<file path="src/rtl/hazard_ctrl.sv">
// Pipeline sequencing controller: PC enable/redirect, stall and flush generation
// for load-use, memory-busy and misprediction hazards, plus branch event counters.
module hazard_ctrl #(
    parameter int unsigned LU_CYCLES = 1
) (
    input  logic        i_clk,
    input  logic        i_rst,
    input  logic        i_ld_use,
    input  logic        i_mem_busy,
    input  logic        i_ex_branch,
    input  logic        i_ex_pred,
    input  logic        i_ex_taken,
    input  logic [31:0] i_ex_target,
    input  logic [31:0] i_ex_pc_four,
    input  logic [31:0] i_bp_target,
    input  logic        i_cnt_clr,
    output logic        o_pc_enable,
    output logic        o_pc_sel_re,
    output logic [31:0] o_pc_br,
    output logic        o_pc_sel,
    output logic        o_stall_ifid,
    output logic        o_stall_idex,
    output logic        o_stall_exmem,
    output logic        o_flush_ifid,
    output logic        o_flush_idex,
    output logic [31:0] o_cnt_branch,
    output logic [31:0] o_cnt_mispred
);

    typedef enum logic [1:0] {
        S_RUN      = 2'd0,
        S_LU_STALL = 2'd1,
        S_FREEZE   = 2'd2
    } state_t;

    localparam logic [3:0] LU_INIT = 4'(LU_CYCLES - 1);

    state_t      r_state;
    state_t      r_resume;
    logic [3:0]  r_lu_cnt;
    logic [31:0] r_cnt_branch;
    logic [31:0] r_cnt_mispred;

    logic        w_mp;
    logic        w_in_lu;
    logic [31:0] w_redirect;

    assign w_mp       = i_ex_branch & (i_ex_pred ^ i_ex_taken);
    assign w_redirect = i_ex_taken ? i_ex_target : i_ex_pc_four;
    // A frozen load-use stall still counts as "in the stall" once the freeze lifts.
    assign w_in_lu    = (r_state == S_LU_STALL) |
                        ((r_state == S_FREEZE) & (r_resume == S_LU_STALL));

    assign o_cnt_branch  = r_cnt_branch;
    assign o_cnt_mispred = r_cnt_mispred;

    always_comb begin
        o_pc_enable   = 1'b0;
        o_pc_sel_re   = 1'b0;
        o_pc_br       = i_bp_target;
        o_pc_sel      = 1'b0;
        o_stall_ifid  = 1'b0;
        o_stall_idex  = 1'b0;
        o_stall_exmem = 1'b0;
        o_flush_ifid  = 1'b0;
        o_flush_idex  = 1'b0;
        if (i_rst) begin
            o_flush_ifid = 1'b1;
            o_flush_idex = 1'b1;
        end else begin
            o_pc_sel = i_ex_branch & i_ex_taken & ~i_mem_busy;
            if (i_mem_busy) begin
                o_stall_ifid  = 1'b1;
                o_stall_idex  = 1'b1;
                o_stall_exmem = 1'b1;
            end else if (w_mp) begin
                o_pc_enable  = 1'b1;
                o_pc_sel_re  = 1'b1;
                o_pc_br      = w_redirect;
                o_flush_ifid = 1'b1;
                o_flush_idex = 1'b1;
            end else if (w_in_lu | i_ld_use) begin
                o_stall_ifid = 1'b1;
                o_flush_idex = 1'b1;
            end else begin
                o_pc_enable = 1'b1;
            end
        end
    end

    always_ff @(posedge i_clk) begin
        if (i_rst) begin
            r_state       <= S_RUN;
            r_resume      <= S_RUN;
            r_lu_cnt      <= 4'd0;
            r_cnt_branch  <= 32'd0;
            r_cnt_mispred <= 32'd0;
        end else begin
            if (i_cnt_clr) begin
                r_cnt_branch  <= 32'd0;
                r_cnt_mispred <= 32'd0;
            end else if (!i_mem_busy) begin
                if (i_ex_branch) r_cnt_branch  <= r_cnt_branch + 32'd1;
                if (w_mp)        r_cnt_mispred <= r_cnt_mispred + 32'd1;
            end

            if (i_mem_busy) begin
                if (r_state != S_FREEZE) r_resume <= r_state;
                r_state <= S_FREEZE;
            end else if (w_mp) begin
                r_state  <= S_RUN;
                r_lu_cnt <= 4'd0;
            end else if (w_in_lu) begin
                if (r_lu_cnt <= 4'd1) begin
                    r_state  <= S_RUN;
                    r_lu_cnt <= 4'd0;
                end else begin
                    r_state  <= S_LU_STALL;
                    r_lu_cnt <= r_lu_cnt - 4'd1;
                end
            end else if (i_ld_use && LU_CYCLES > 1) begin
                r_state  <= S_LU_STALL;
                r_lu_cnt <= LU_INIT;
            end else begin
                r_state <= S_RUN;
            end
        end
    end

endmodule
</file>
<file path="config.mk">
export PLATFORM = sky130hd
export DESIGN_NAME = hazard_ctrl
export DESIGN_NICKNAME = d
export VERILOG_FILES = /design/src/rtl/hazard_ctrl.sv
export SDC_FILE = /design/constraint.sdc
export NUM_CORES = 1
export LEC_CHECK = 0
export BUFFER_PORTS_ARGS = -buffer_cell sky130_fd_sc_hd__buf_4
export CAP_MARGIN = 20
export CORE_MARGIN = 2
export CORE_UTILIZATION = 40
export CTS_CLUSTER_DIAMETER = 200
export DETAILED_ROUTE_END_ITERATION = 8
export PLACE_DENSITY = 0.7
export SLEW_MARGIN = 15
export SYNTH_ARGS = -nofsm -noshare
export SYNTH_HDL_FRONTEND = slang
export SYNTH_SLANG_ARGS = --single-unit
export TNS_END_PERCENT = 50
</file>
<file path="constraint.sdc">
create_clock -name i_clk -period 2.4 [get_ports i_clk]
set_input_delay 0.36 -clock i_clk [delete_from_list [all_inputs] [get_ports i_clk]]
set_output_delay 0.36 -clock i_clk [all_outputs]
set_load 0.01 [all_outputs]
</file>
Word-level counts from Yosys, hierarchy flattened
Cells that the tools add are included.
Widths: inputs -> output; s select.

storage, ports and cells
  register bits = 72
  bits in latches = 0
  memory bits (writable) = 0
  ROM bits = 0
  input port bits = 104
  word-level logic and storage cells = 59
  memories = 0

operators by class
  add/sub/neg operators = 3
  multiply operators = 0
  div/mod/pow operators = 0
  magnitude comparators = 1
  equal/unequal tests = 4
  shifts and indexed selects = 0
  mux-type cells = 29
  bitwise logic cells = 9
  reduce and logical (&&, ||, !) cells = 7

operator list
  cell                   count
  $mux 32                4
  $add 32x1->32 const B  2
  $mux 1                 19
  $mux 4                 3
  $reduce_and 2->1       4
  $mux 2                 3
  $and 1x1->1            4
  $eq 2x1->1 const B     2
  $le 4x1->1 const B     1
  $reduce_or 4->1        1
  $sub 4x1->4 const B    1
  $eq 2x2->1 const B     1
  $ne 2x2->1 const B     1
  $not 1->1              2
  $or 1x1->1             2
  $reduce_bool 2->1      1
  $reduce_or 2->1        1
  $xor 1x1->1            1

Depth between registers and ports, before layout
  depth after elaboration = 8
  gate-level depth with buffers = 7
  depth with buffers taken out = 6

Least setup slack after synthesis
OpenSTA, ideal clock, no wires.

  kind = input -> output
  start = in i_ex_taken
  end = out o_pc_br[24]
  arrival time = 1.611 ns
  data required time = 2.040 ns
  slack = 0.429 ns
  stages on the path = 6
  path buffers = 3
  cell sequence = buf_4 xor2_2 nand3_1 clkbuf_1 clkbuf_1 o21ai_0

between the ends
  cells in the longest elaborated chain, start to end = 5
  elaborated cells on any way between the ends = 6
  classes of those cells = mux (4); bitwise (2)

ends and longest elaborated chain
  item         line  text
  from (decl)  12    input logic i_ex_taken,
  $xor 1x1->1  48    assign w_mp = i_ex_branch & (i_ex_pred ^ i_ex_taken);
  $and 1x1->1  48
  $mux 32 (*)  76    end else if (w_mp) begin
  $mux 32 (*)  72    if (i_mem_busy) begin
  $mux 32 (*)  67    if (i_rst) begin
  to (decl)    19    output logic [31:0] o_pc_br,

Every way passes the cells marked *; elsewhere a longest branch is shown, timed or not.

Final worst setup path
  start = reg r_cnt_mispred[9], in the netlist o_cnt_mispred[9]
  end = reg r_cnt_mispred[28], in the netlist o_cnt_mispred[28]

between the ends
  cells in the longest elaborated chain, start to end = 1

ends and longest elaborated chain
  item                    line  text
  from (decl)             42    logic [31:0] r_cnt_mispred;
  from (signal assigned)  104   if (w_mp) r_cnt_mispred <= r_cnt_mispred + 32'd1;
  $add 32x1->32           104

Every way passes these cells.
A chain may end at the register's enable or synchronous reset.

==> impl_metrics.yaml <==
synthesis:
  ys.flop_type: "dfxtp_1"
  syn_area_per_cell_sq_um: 7.90
  synth_edf_count: 0
  syn_area_sq_mm: 0.00443
  seq_area_frac_synth_pct: 32.5
  synth_largest_area_cell: "dfxtp_1"
  synth-seq-cells: 72
  synth_nets: 669
  netlist.area_leader.share_pct: 32.5
  yosys-top-cells-area: "dfxtp_1 33%, mux2i_1 9.0%, nand2_1 6.0%, o21ai_0 5.3%, a21oi_1 4.2%"
  postSynthCellCount: 561
  ys_warn_count: 0
  synth.distinct_cells: 53
  async_reset_ff_share_pct: 0
flow_run:
  cap_violations: 0
timing:
  fin_tns_setup_ns: 0
  fin_worst_skew_ns: 0.0117
  layout_worst_path_cycle_share_pct: 88.0
  setup_ws_ns: 0.288
  hold_viol: 0
  fmax_ghz: 0.473
  finalSetupViolCount: 0
  tightest_slew_ns: 0.580
  slew_headroom_pct: 61.3
  period_minus_slack_ns: 2.11
  rsz0062_at_grt: "false"
  drv_slew: 0
grt:
  grt_pass1_wl_mm: 21.8
  grt-ovfl-total: 0
  grt_max_degree: 66
  grt_pass1_vias: 4607
  grt_usage_pct: 22.9
  grt_antenna_before_repair: 0
route:
  wl_per_cell_um: 15.5
  vias_per_cell: 5.60
  drt-total-wl_mm: 14.1
  dr.pass1.iters: 5
  drc: 0
  vias: 5075
  ant_nets: 0
  drtIter0Drc: 359
final_layout:
  utilization_pct: 58.5
  drive_gt1_share_pct: 33.0
  n_fill_cell: 1045
  nNetsFinal: 870
  multi_input_area_sq_mm: 0.00279
  diodes: 0
  syn_to_final_growth_pct: 43.0
  regArea_sq_mm: 0.00144
clocking:
  numCtsBuffers: 9
  clk_pin_slew_worst_paths_ns: 0.08
  cts_tree: "yes"
  ctsHoldBuffers: 0
  htreeDepth: 3
  clock_path_buffers: 2
  clk_latency_ns: 0.35
  cts_sinks: 72
  cts_root_buf: "clkbuf_8"
  cts_setup_buffers: 0
  post_cts_resize_count: 0
pwr:
  p_seq_share_pct: 47.2
  p_switching_uw: 652
  finalPower_mw: 2.55
  irDropWorstVdd_mv: 0.252
  power.share.clock_pct: 35.6
  combPwrFrac_pct: 17.2
  leakage_nw: 2.68
  sw_frac_of_total_pct: 25.5
  p_int_mw: 1.90
  power_density_mw_per_mm2: 403
worst_setup_path:
  critical_path_arrival_ns: 2.39
  worstSetupPathType: "flip-flop to flip-flop"
  startpoint_type: "flip-flop"
  required_ns: 2.68
  path_cells: "nand4_1, or4_4, nor4_1, mux2i_1"
  worst_path_max_delay_cell: "or4_4"
  cp_max_fo: 12
  cp-end-kind: "flip-flop"
  cp_num_buf_inv: 0
  slowest_delay_ns: 0.70
  critPathTopFamily: "simple AND/OR/NAND/NOR gates"
die:
  initial_core_util_pct: 40.9
  dieHeight_um: 109
  row_count: 38
  die_area_sq_mm: 0.0119
  die_width_um: 109
  boundaryPins: 208
  core_sq_mm: 0.0108
run_status:
  status: "finished, final reports clean"
place:
  io_buffers: 207
  pre_cts_slack_ns: 0.235
  hpwl_mm: 10.9
  finalWeightedCongestion: 0.847
worst_hold_path:
  holdCritPathClass: "input pin to flip-flop"
## power groups by stage
| stage | clock (mW) | combinational [mW] | sequential [mW] |
|---|---|---|---|
| 6_report | 0.910 | 0.438 | 1.21 |
| 5_1_grt | 0.971 | 0.478 | 1.21 |
| 4_1_cts | 0.926 | 0.443 | 1.21 |
| 3_5_place_dp | 0 | 0.442 | 1.23 |
| 3_3_place_gp | 0 | 0.433 | 1.23 |
| 2_1_floorplan | 0 | 0.189 | 1.23 |
## stage by stage
stage	instances	instance area, sq um	hold WS [ns]
after global placement	891	6150	0.460
after floorplan	561	4430	0.465
after CTS	907	6340	0.333
after detailed placement	891	6150	0.471
after global routing	907	6340	0.357
final	907	6340	0.350
## cells in the final DEF, fill, tap and decap left out, types with 2 or more instances in the layout
cell      netlist  final
a211oi_1        2      2
o21ai_0        47     47
o31a_1          2      2
buf_4           2    226
nand3b_1        3      3
xnor2_1         8      8
or3_1          16     16
ha_1            4      4
o31ai_1        22     22
and3_1          3      3
nor3_1          8      8
nand4_1        24     24
clkbuf_1       24      2
nor4_1         10     10
nor4b_1         3      3
nor2b_1         7      7
o21a_1          2      2
and2_1          5      5
nor2_1         27     27
mux2i_1        40     40
nor4_4          2      2
nand2_1        71     71
o311ai_1        3      3
or4_1          24     24
xor2_1          7      7
or2_2           5      5
and4_1          6      6
o41ai_1         4      4
a31oi_1         2      2
nand3_1        23     22
a41o_1          2      2
inv_1          14     14
a21oi_1        37     37
nand4b_1        2      2
a21o_1          2      2
clkbuf_8        0     12
dfxtp_1        72     72
and3b_1         3      3
## cell families after synthesis
kind of cell | synth area share [%]
xor gates and xnor gates | 3.70
buffers and inverters | 4.69
and+or+nand+nor | 31.4
AOI/OAI and AO/OA | 17.5
DFF | 32.5
muxes | 9.03
adders and majority gates | 1.13
## per-layer routing
layer,share of wire [%],GRT usage (%),vias up
met5,0,0,-
met2,52,40.3,199
met4,2.4,8.77,0
met1,39,26.7,2362
met3,7.0,5.38,26
li1,-,-,2488
## registers in the layout (all words and copies together) (netlist names)
name           count
r_lu_cnt           4
o_cnt_mispred     32
o_cnt_branch      32
r_state            2
r_resume           2
## final cells by class
type / instances / area share (%)
inverter: 14 / 0.829
sequential: 72 / 22.7
timing repair buffer: 226 / 26.8
clock inverter: 2 / 0.197
multi-input combinational: 439 / 44.0
clock buffer: 14 / 2.72
tap: 140 / 2.76
## final timing paths
kind	startpoint	endpoint	slack [ns]	cells past startpoint
worst max register to register	o_cnt_mispred[9]	o_cnt_mispred[28]	0.29	4
worst min-delay path	i_cnt_clr	o_cnt_mispred[18]	0.35	3
worst min register to register	o_cnt_mispred[31]	o_cnt_mispred[31]	0.49	2
worst max-delay path	o_cnt_mispred[9]	o_cnt_mispred[28]	0.29	4
## worst register-to-register path, stage by stage, from the launching register on
cell and delay [ns]:
dfxtp_1 0.43, nand4_1 0.27, or4_4 0.70, nor4_1 0.41, mux2i_1 0.25
## Yosys cell counts, types with 3 or more instances
master,instances
xor2_1,7
and2_1,5
a21oi_1,37
or4_1,24
nand3_1,23
nand4_1,24
or3_1,16
ha_1,4
xnor2_1,8
and4_1,6
mux2i_1,40
o31ai_1,22
clkbuf_1,24
dfxtp_1,72
or2_2,5
o41ai_1,4
nand2_1,71
inv_1,14
nor2b_1,7
and3_1,3
and3b_1,3
nor2_1,27
buf_2,4
buf_1,5
nor3_1,8
nor4_1,10
o21ai_0,47
nand3b_1,3
o311ai_1,3
nor4b_1,3
(Power assumes the default switching activity.)
